**src/rtl/video_scanlines_pkg.sv**
```systemverilog
`default_nettype none
// +----------------------------------------------------------------------------+
// | video_scanlines_pkg                                                        |
// | Shared types and the per-component dimming function for video_scanlines.   |
// | Rev 1.0                                                                    |
// +----------------------------------------------------------------------------+
package video_scanlines_pkg;

  localparam int c_comp_w = 8;

  typedef enum logic [1:0] {
    SL_OFF = 2'd0,
    SL_25  = 2'd1,
    SL_50  = 2'd2,
    SL_75  = 2'd3
  } sl_mode_t;

  typedef enum logic {
    PAR_EVEN = 1'b0,
    PAR_ODD  = 1'b1
  } sl_parity_t;

  // Shift-only dimming: the sum of two right shifts of an 8-bit value cannot overflow.
  function automatic logic [c_comp_w-1:0] sl_dim(input logic [c_comp_w-1:0] c,
                                                 input sl_mode_t            mode);
    case (mode)
      SL_25:   return (c >> 1) + (c >> 2);
      SL_50:   return c >> 1;
      SL_75:   return c >> 2;
      default: return c;
    endcase
  endfunction

endpackage
`default_nettype wire

```
**src/rtl/video_scanlines_if.sv**
```systemverilog
`default_nettype none
// +----------------------------------------------------------------------------+
// | video_scanlines_if                                                         |
// | Pixel-rate VGA stream into and out of the scanline stage.                  |
// | Rev 1.0                                                                    |
// +----------------------------------------------------------------------------+
interface video_scanlines_if;

  logic       CE_PIXEL;
  logic [1:0] scanlines;
  logic [7:0] VGA_R_in;
  logic [7:0] VGA_G_in;
  logic [7:0] VGA_B_in;
  logic       VGA_HS_in;
  logic       VGA_VS_in;
  logic       VGA_DE_in;

  logic       CE_PIXEL_out;
  logic [7:0] VGA_R;
  logic [7:0] VGA_G;
  logic [7:0] VGA_B;
  logic       VGA_HS;
  logic       VGA_VS;
  logic       VGA_DE;

  // Mixer side: drives the incoming stream, observes the processed stream.
  modport master (
    output CE_PIXEL, scanlines, VGA_R_in, VGA_G_in, VGA_B_in,
           VGA_HS_in, VGA_VS_in, VGA_DE_in,
    input  CE_PIXEL_out, VGA_R, VGA_G, VGA_B, VGA_HS, VGA_VS, VGA_DE
  );

  modport slave (
    input  CE_PIXEL, scanlines, VGA_R_in, VGA_G_in, VGA_B_in,
           VGA_HS_in, VGA_VS_in, VGA_DE_in,
    output CE_PIXEL_out, VGA_R, VGA_G, VGA_B, VGA_HS, VGA_VS, VGA_DE
  );

endinterface
`default_nettype wire

```
**src/rtl/video_scanlines_scanline_dim.sv**
```systemverilog
`default_nettype none
// +----------------------------------------------------------------------------+
// | scanline_dim                                                               |
// | One registered colour channel: blank, dim or pass one 8-bit component.     |
// | Rev 1.0                                                                    |
// +----------------------------------------------------------------------------+
module scanline_dim
  import video_scanlines_pkg::*;
(
  input  logic                clk,
  input  logic                rst,
  input  logic                i_ce,
  input  logic [c_comp_w-1:0] i_c,
  input  logic                i_dim,
  input  sl_mode_t            i_mode,
  input  logic                i_de,
  output logic [c_comp_w-1:0] o_c
);

  always_ff @(posedge clk or posedge rst) begin
    if (rst) begin
      o_c <= '0;
    end else if (i_ce) begin
      if (!i_de)
        o_c <= '0;
      else if (i_dim)
        o_c <= sl_dim(i_c, i_mode);
      else
        o_c <= i_c;
    end
  end

endmodule
`default_nettype wire

```
**src/rtl/video_scanlines.sv**
```systemverilog
`default_nettype none
// +----------------------------------------------------------------------------+
// | video_scanlines                                                            |
// | Darkens alternate output lines; one-pixel latency on colour, sync and DE.  |
// | Optional: VIDEO_SCANLINES_ALTPHASE_EN alternates dimmed lines per frame.   |
// | Rev 1.0                                                                    |
// +----------------------------------------------------------------------------+
module video_scanlines
  import video_scanlines_pkg::*;
(
  input  logic               CLK_VIDEO,
  input  logic               reset,
  video_scanlines_if.slave   vid
);

  logic       r_old_hs;
  logic       r_old_vs;
  sl_parity_t r_parity;
  sl_mode_t   r_mode;
  sl_parity_t w_phase;
  logic       w_hs_rise;
  logic       w_vs_rise;
  logic       w_dim;

  assign w_hs_rise = vid.VGA_HS_in & ~r_old_hs;
  assign w_vs_rise = vid.VGA_VS_in & ~r_old_vs;
  assign w_dim     = (r_parity == PAR_ODD) && (r_mode != SL_OFF);

`ifdef VIDEO_SCANLINES_ALTPHASE_EN
  sl_parity_t r_phase;

  always_ff @(posedge CLK_VIDEO or posedge reset) begin
    if (reset)
      r_phase <= PAR_EVEN;
    else if (vid.CE_PIXEL && w_vs_rise)
      r_phase <= (r_phase == PAR_EVEN) ? PAR_ODD : PAR_EVEN;
  end

  assign w_phase = r_phase;
`else
  assign w_phase = PAR_EVEN;
`endif

  always_ff @(posedge CLK_VIDEO or posedge reset) begin
    if (reset) begin
      vid.CE_PIXEL_out <= 1'b0;
      vid.VGA_HS       <= 1'b0;
      vid.VGA_VS       <= 1'b0;
      vid.VGA_DE       <= 1'b0;
      r_old_hs         <= 1'b0;
      r_old_vs         <= 1'b0;
      r_parity         <= PAR_EVEN;
      r_mode           <= SL_OFF;
    end else begin
      vid.CE_PIXEL_out <= vid.CE_PIXEL;
      if (vid.CE_PIXEL) begin
        vid.VGA_HS <= vid.VGA_HS_in;
        vid.VGA_VS <= vid.VGA_VS_in;
        vid.VGA_DE <= vid.VGA_DE_in;
        r_old_hs   <= vid.VGA_HS_in;
        r_old_vs   <= vid.VGA_VS_in;
        // Frame start resynchronises parity, so it beats a coincident line start.
        if (w_vs_rise) begin
          r_mode   <= sl_mode_t'(vid.scanlines);
          r_parity <= w_phase;
        end else if (w_hs_rise) begin
          r_parity <= (r_parity == PAR_EVEN) ? PAR_ODD : PAR_EVEN;
        end
      end
    end
  end

  scanline_dim u_dim_r (
    .clk    (CLK_VIDEO),
    .rst    (reset),
    .i_ce   (vid.CE_PIXEL),
    .i_c    (vid.VGA_R_in),
    .i_dim  (w_dim),
    .i_mode (r_mode),
    .i_de   (vid.VGA_DE_in),
    .o_c    (vid.VGA_R)
  );

  scanline_dim u_dim_g (
    .clk    (CLK_VIDEO),
    .rst    (reset),
    .i_ce   (vid.CE_PIXEL),
    .i_c    (vid.VGA_G_in),
    .i_dim  (w_dim),
    .i_mode (r_mode),
    .i_de   (vid.VGA_DE_in),
    .o_c    (vid.VGA_G)
  );

  scanline_dim u_dim_b (
    .clk    (CLK_VIDEO),
    .rst    (reset),
    .i_ce   (vid.CE_PIXEL),
    .i_c    (vid.VGA_B_in),
    .i_dim  (w_dim),
    .i_mode (r_mode),
    .i_de   (vid.VGA_DE_in),
    .o_c    (vid.VGA_B)
  );

endmodule
`default_nettype wire

```
**src/flat_wrapper.sv**
```systemverilog
// flat-port wrapper written by rule: the top's interface ports become plain ports
module video_scanlines_flat import video_scanlines_pkg::*;
  (CLK_VIDEO, reset, vid_CE_PIXEL, vid_scanlines, vid_VGA_R_in, vid_VGA_G_in, vid_VGA_B_in, vid_VGA_HS_in, vid_VGA_VS_in, vid_VGA_DE_in, vid_CE_PIXEL_out, vid_VGA_R, vid_VGA_G, vid_VGA_B, vid_VGA_HS, vid_VGA_VS, vid_VGA_DE);
  video_scanlines_if vid_i ();
  input  logic CLK_VIDEO;
  input  logic reset;
  input wire logic [$bits(vid_i.CE_PIXEL)-1:0] vid_CE_PIXEL;
  input wire logic [$bits(vid_i.scanlines)-1:0] vid_scanlines;
  input wire logic [$bits(vid_i.VGA_R_in)-1:0] vid_VGA_R_in;
  input wire logic [$bits(vid_i.VGA_G_in)-1:0] vid_VGA_G_in;
  input wire logic [$bits(vid_i.VGA_B_in)-1:0] vid_VGA_B_in;
  input wire logic [$bits(vid_i.VGA_HS_in)-1:0] vid_VGA_HS_in;
  input wire logic [$bits(vid_i.VGA_VS_in)-1:0] vid_VGA_VS_in;
  input wire logic [$bits(vid_i.VGA_DE_in)-1:0] vid_VGA_DE_in;
  output wire logic [$bits(vid_i.CE_PIXEL_out)-1:0] vid_CE_PIXEL_out;
  output wire logic [$bits(vid_i.VGA_R)-1:0] vid_VGA_R;
  output wire logic [$bits(vid_i.VGA_G)-1:0] vid_VGA_G;
  output wire logic [$bits(vid_i.VGA_B)-1:0] vid_VGA_B;
  output wire logic [$bits(vid_i.VGA_HS)-1:0] vid_VGA_HS;
  output wire logic [$bits(vid_i.VGA_VS)-1:0] vid_VGA_VS;
  output wire logic [$bits(vid_i.VGA_DE)-1:0] vid_VGA_DE;
  assign vid_i.CE_PIXEL = vid_CE_PIXEL;
  assign vid_i.scanlines = vid_scanlines;
  assign vid_i.VGA_R_in = vid_VGA_R_in;
  assign vid_i.VGA_G_in = vid_VGA_G_in;
  assign vid_i.VGA_B_in = vid_VGA_B_in;
  assign vid_i.VGA_HS_in = vid_VGA_HS_in;
  assign vid_i.VGA_VS_in = vid_VGA_VS_in;
  assign vid_i.VGA_DE_in = vid_VGA_DE_in;
  assign vid_CE_PIXEL_out = vid_i.CE_PIXEL_out;
  assign vid_VGA_R = vid_i.VGA_R;
  assign vid_VGA_G = vid_i.VGA_G;
  assign vid_VGA_B = vid_i.VGA_B;
  assign vid_VGA_HS = vid_i.VGA_HS;
  assign vid_VGA_VS = vid_i.VGA_VS;
  assign vid_VGA_DE = vid_i.VGA_DE;
  video_scanlines u_core (.CLK_VIDEO(CLK_VIDEO), .reset(reset), .vid(vid_i));
endmodule
```
**config.mk**
```make
export PLATFORM = sky130hd
export DESIGN_NAME = video_scanlines_flat
export DESIGN_NICKNAME = d
export VERILOG_FILES = /design/src/rtl/video_scanlines_pkg.sv /design/src/rtl/video_scanlines_if.sv /design/src/rtl/video_scanlines_scanline_dim.sv /design/src/rtl/video_scanlines.sv /design/src/flat_wrapper.sv
export SDC_FILE = /design/constraint.sdc
export NUM_CORES = 1
export LEC_CHECK = 0
export ABC_AREA = 1
export CAP_MARGIN = 15
export CORE_ASPECT_RATIO = 1.1
export CORE_MARGIN = 3
export CORE_UTILIZATION = 51
export CTS_CLUSTER_SIZE = 28
export DETAILED_ROUTE_END_ITERATION = 8
export GPL_TIMING_DRIVEN = 0
export PLACE_DENSITY = 0.81
export SLEW_MARGIN = 20
export SYNTH_ARGS = -nofsm -noshare
export SYNTH_HDL_FRONTEND = slang
export SYNTH_SLANG_ARGS = --single-unit
```
**constraint.sdc**
```tcl
create_clock -name CLK_VIDEO -period 1.4 [get_ports CLK_VIDEO]
set_input_delay 0.28 -clock CLK_VIDEO [delete_from_list [all_inputs] [get_ports CLK_VIDEO]]
set_output_delay 0.28 -clock CLK_VIDEO [all_outputs]
set_load 0.05 [all_outputs]
```
==> impl_metrics.ini <==
[detailed_routing]
via_per_inst = 5.563
vias = 3065
postRouteAntennaNets = 0
drt_wl_total_um = 8546
drt_first_iter_violations = 207
drtPass1Iterations = 5
drc = 0
avgRoutedWirePerCell_um = 15.51

[placement]
portBuffers = 59
hpwl_um = 5772
placed_cells = 531
gp_congestion = 0.9513

[floorplanning]
core_area_um2 = 5034
die_area_um2 = 6154
die_w_um = 75.07
pin_count = 60
die_y_um = 81.98
start_util = 0.5317
rows = 27

[timing]
clock_skew_ps = 5.671
post-route-min-period_ps = 1392
max_freq_mhz = 718.3
rsz0062_at_grt = true
finalCritPeriodShare = 0.9944
worst_pin_slew_ps = 644.2
finalHoldViolCount = 0
slew_violations = 0
relSlewSlack = 0.5699
setup_viol = 0
hold_ws_ps = 332.2

[pwr]
cellPowerDensity_nw_per_um2 = 1336
p_leak_nw = 1.884
pwr-share-clk = 0.155
seq_power_share = 0.249
switching_share = 0.4832
power.internal_w = 0.002631
combPwrFrac = 0.596
p_switching_w = 0.002460
ir_drop_v = 0.0005873
finalPower_w = 0.005091

[synth]
synth_seq_cells = 31
avgSynthCellArea_um2 = 6.465
ys_types = 23
synth-compound-area-share = 0.1683
synth_top_family_by_area = simple AND/OR/NAND/NOR gates
ys_seq_area_frac = 0.2899
synthMuxAreaShare = 0.004208
synthesis.nets = 470
synthXorXnorAreaFrac = 0
syn_area_um2 = 2676
synthAdderAreaFrac = 0.1206
synth_cells = 414
synth_simple_gate_area_share = 0.3179
ys_warn_count = 0

[grt]
grt_antenna_before_repair = 0
grt.overflow.total = 0
grt_max_degree = 32
grt_pass1_vias = 2796
track_usage = 0.2731
grt_pass1_wl_um = 12900

[cells_and_area]
area_delta_synth_final_pct = 42.40
drive_gt1_frac = 0.2779
diodes = 0
final_nets = 548
stdcell_count = 551
final_core_util = 0.7571

[worst_setup_path]
crit_path_start_kind = register
path_max_fanout = 6
slowest_delay_ps = 470
crit_top_cell = nand2_1
cp-end-kind = register
cp_cell_sequence = inv_2, nor2_4, buf_4, nand2_1, nand2_1, a211oi_1, o21ai_1
crit_type = reg -> reg
critPathArrivalTime_ps = 1560
crit_slowest_cell = dfrtp_2
required_ps = 1570

[hold_path]
holdCritPathClass = in -> reg

[cts]
max-clock-path-buffers = 2
clkTransAtPathRegs_ps = 70
cts_root_buf = clkbuf_8
worstSkewPairLatency_ps = 280
hold_buffers = 0
cts_max_level = 2
cts_tree = done
cts_buffers = 5
clkSinkCount = 31

[status]
status = finished, final reports clean

[flow_run]
drv_cap = 0
through the flow:
stage               setup WS, ps  cell area [um^2]  setup TNS, ps
floorplan                  12.51              2684              0
global placement          -833.6              3347         -25050
detailed placement        -834.7              3347         -16530
CTS                        1.779              3682              0
global route              -62.95              3811         -456.3
finish                     7.907              3811              0
path summary, 6_finish.rpt:
| check | startpoint | endpoint | slack (ps) | depth (start not counted) |
|---|---|---|---|---|
| max | u_core.r_mode[0]$_DFFE_PP0P_ | u_core.u_dim_r.o_c[0]$_DFFE_PP0P_ | 8 | 7 |
| min | vid_VGA_B_in[1] | u_core.u_dim_b.o_c[1]$_DFFE_PP0P_ | 330 | 3 |
| max reg2reg | u_core.r_mode[0]$_DFFE_PP0P_ | u_core.u_dim_r.o_c[0]$_DFFE_PP0P_ | 8 | 7 |
| min reg2reg | u_core.u_dim_r.o_c[4]$_DFFE_PP0P_ | u_core.u_dim_r.o_c[4]$_DFFE_PP0P_ | 480 | 2 |
| max in group asynchronous | reset | u_core.r_mode[1]$_DFFE_PP0P_ | 550 | 2 |
| min in group asynchronous | reset | u_core.r_parity$_DFFE_PP0P_ | 390 | 2 |
layer usage:
metal / up-vias / GRT usage / wire length, um
met3: 20 / 0.03182 / 434
met5: - / 0 / 0
li1: 1505 / - / -
met4: 0 / 0.08185 / 138
met1: 1432 / 0.3402 / 3494
met2: 108 / 0.4869 / 4478
power groups by stage:
stage          logic, W  clock network, W  registers, W
6_report        0.00304          0.000790       0.00127
5_1_grt         0.00327          0.000836       0.00129
3_3_place_gp    0.00267                 0       0.00126
4_1_cts         0.00276          0.000794       0.00126
2_1_floorplan   0.00119                 0       0.00190
3_5_place_dp    0.00269                 0       0.00126
synthesized netlist by cell type (all sizes together):
cell | count | area, um^2
clkinv | 1 | 3.750
a211oi | 3 | 22.52
mux2 | 1 | 11.26
nand2 | 153 | 574.3
buf | 7 | 55.05
clkbuf | 4 | 15.01
ha | 21 | 262.8
o221ai | 3 | 26.28
nor2 | 25 | 103.9
dfrtp | 31 | 775.7
inv | 51 | 191.4
o21ai | 36 | 191.4
fa | 3 | 60.06
nand4 | 6 | 37.54
nand3 | 27 | 135.1
a21oi | 42 | 210.2
worst max-delay path: cells and delay by family, from the launching register on:
family,cells,cell delay (ps)
buffers and inverters,2,270
AOI/OAI and AO/OA,2,360
DFF,1,470
and+or+nand+nor,3,180
logic make-up after synthesis:
logic type / count (synthesis)
compound gates: 84
fa+ha+maj: 24
buf+inv: 63
flops: 31
mux: 1
simple gates: 211
layout by cell type (no fill, tap or decap), drive strengths merged:
| cell type | synthesis | layout |
|---|---|---|
| a211oi | 3 | 3 |
| a21oi | 42 | 42 |
| buf | 7 | 24 |
| clkbuf | 4 | 25 |
| clkdlybuf4s15 | 0 | 28 |
| clkdlybuf4s50 | 0 | 9 |
| clkinv | 1 | 1 |
| clkinvlp | 0 | 1 |
| dfrtp | 31 | 31 |
| dlygate4sd2 | 0 | 3 |
| fa | 3 | 3 |
| ha | 21 | 21 |
| inv | 51 | 51 |
| mux2 | 1 | 1 |
| nand2 | 153 | 153 |
| nand3 | 27 | 27 |
| nand4 | 6 | 6 |
| nor2 | 25 | 25 |
| o21ai | 36 | 36 |
| o221ai | 3 | 3 |
final cells by class:
type	count	area [um^2]
timing repair buffer	71	620.6
tap	58	72.57
multi-input combinational	320	1952
clock buffer	7	96.34
sequential	31	778.2
fill	400	1222
inverter	52	198.9
buffer	11	85.08
clock inverter	1	7.507
flip-flops by register name (all words and copies together), names as in the netlist:
signal and count:
u_core.u_dim_b.o_c 8, u_core.vid.CE_PIXEL_out 1, u_core.r_parity 1, u_core.u_dim_g.o_c 8
u_core.vid.VGA_DE 1, u_core.r_mode 2, u_core.vid.VGA_HS 1, u_core.u_dim_r.o_c 8
u_core.vid.VGA_VS 1
what timing repair did:
item,in CTS,in global routing
gates cloned,0,2
endpoints found under the setup margin,55,26
pin swaps,5,13
resized for setup,156,70
buffers inserted,5,5
Note: power is estimated with default switching activity, not from simulation.
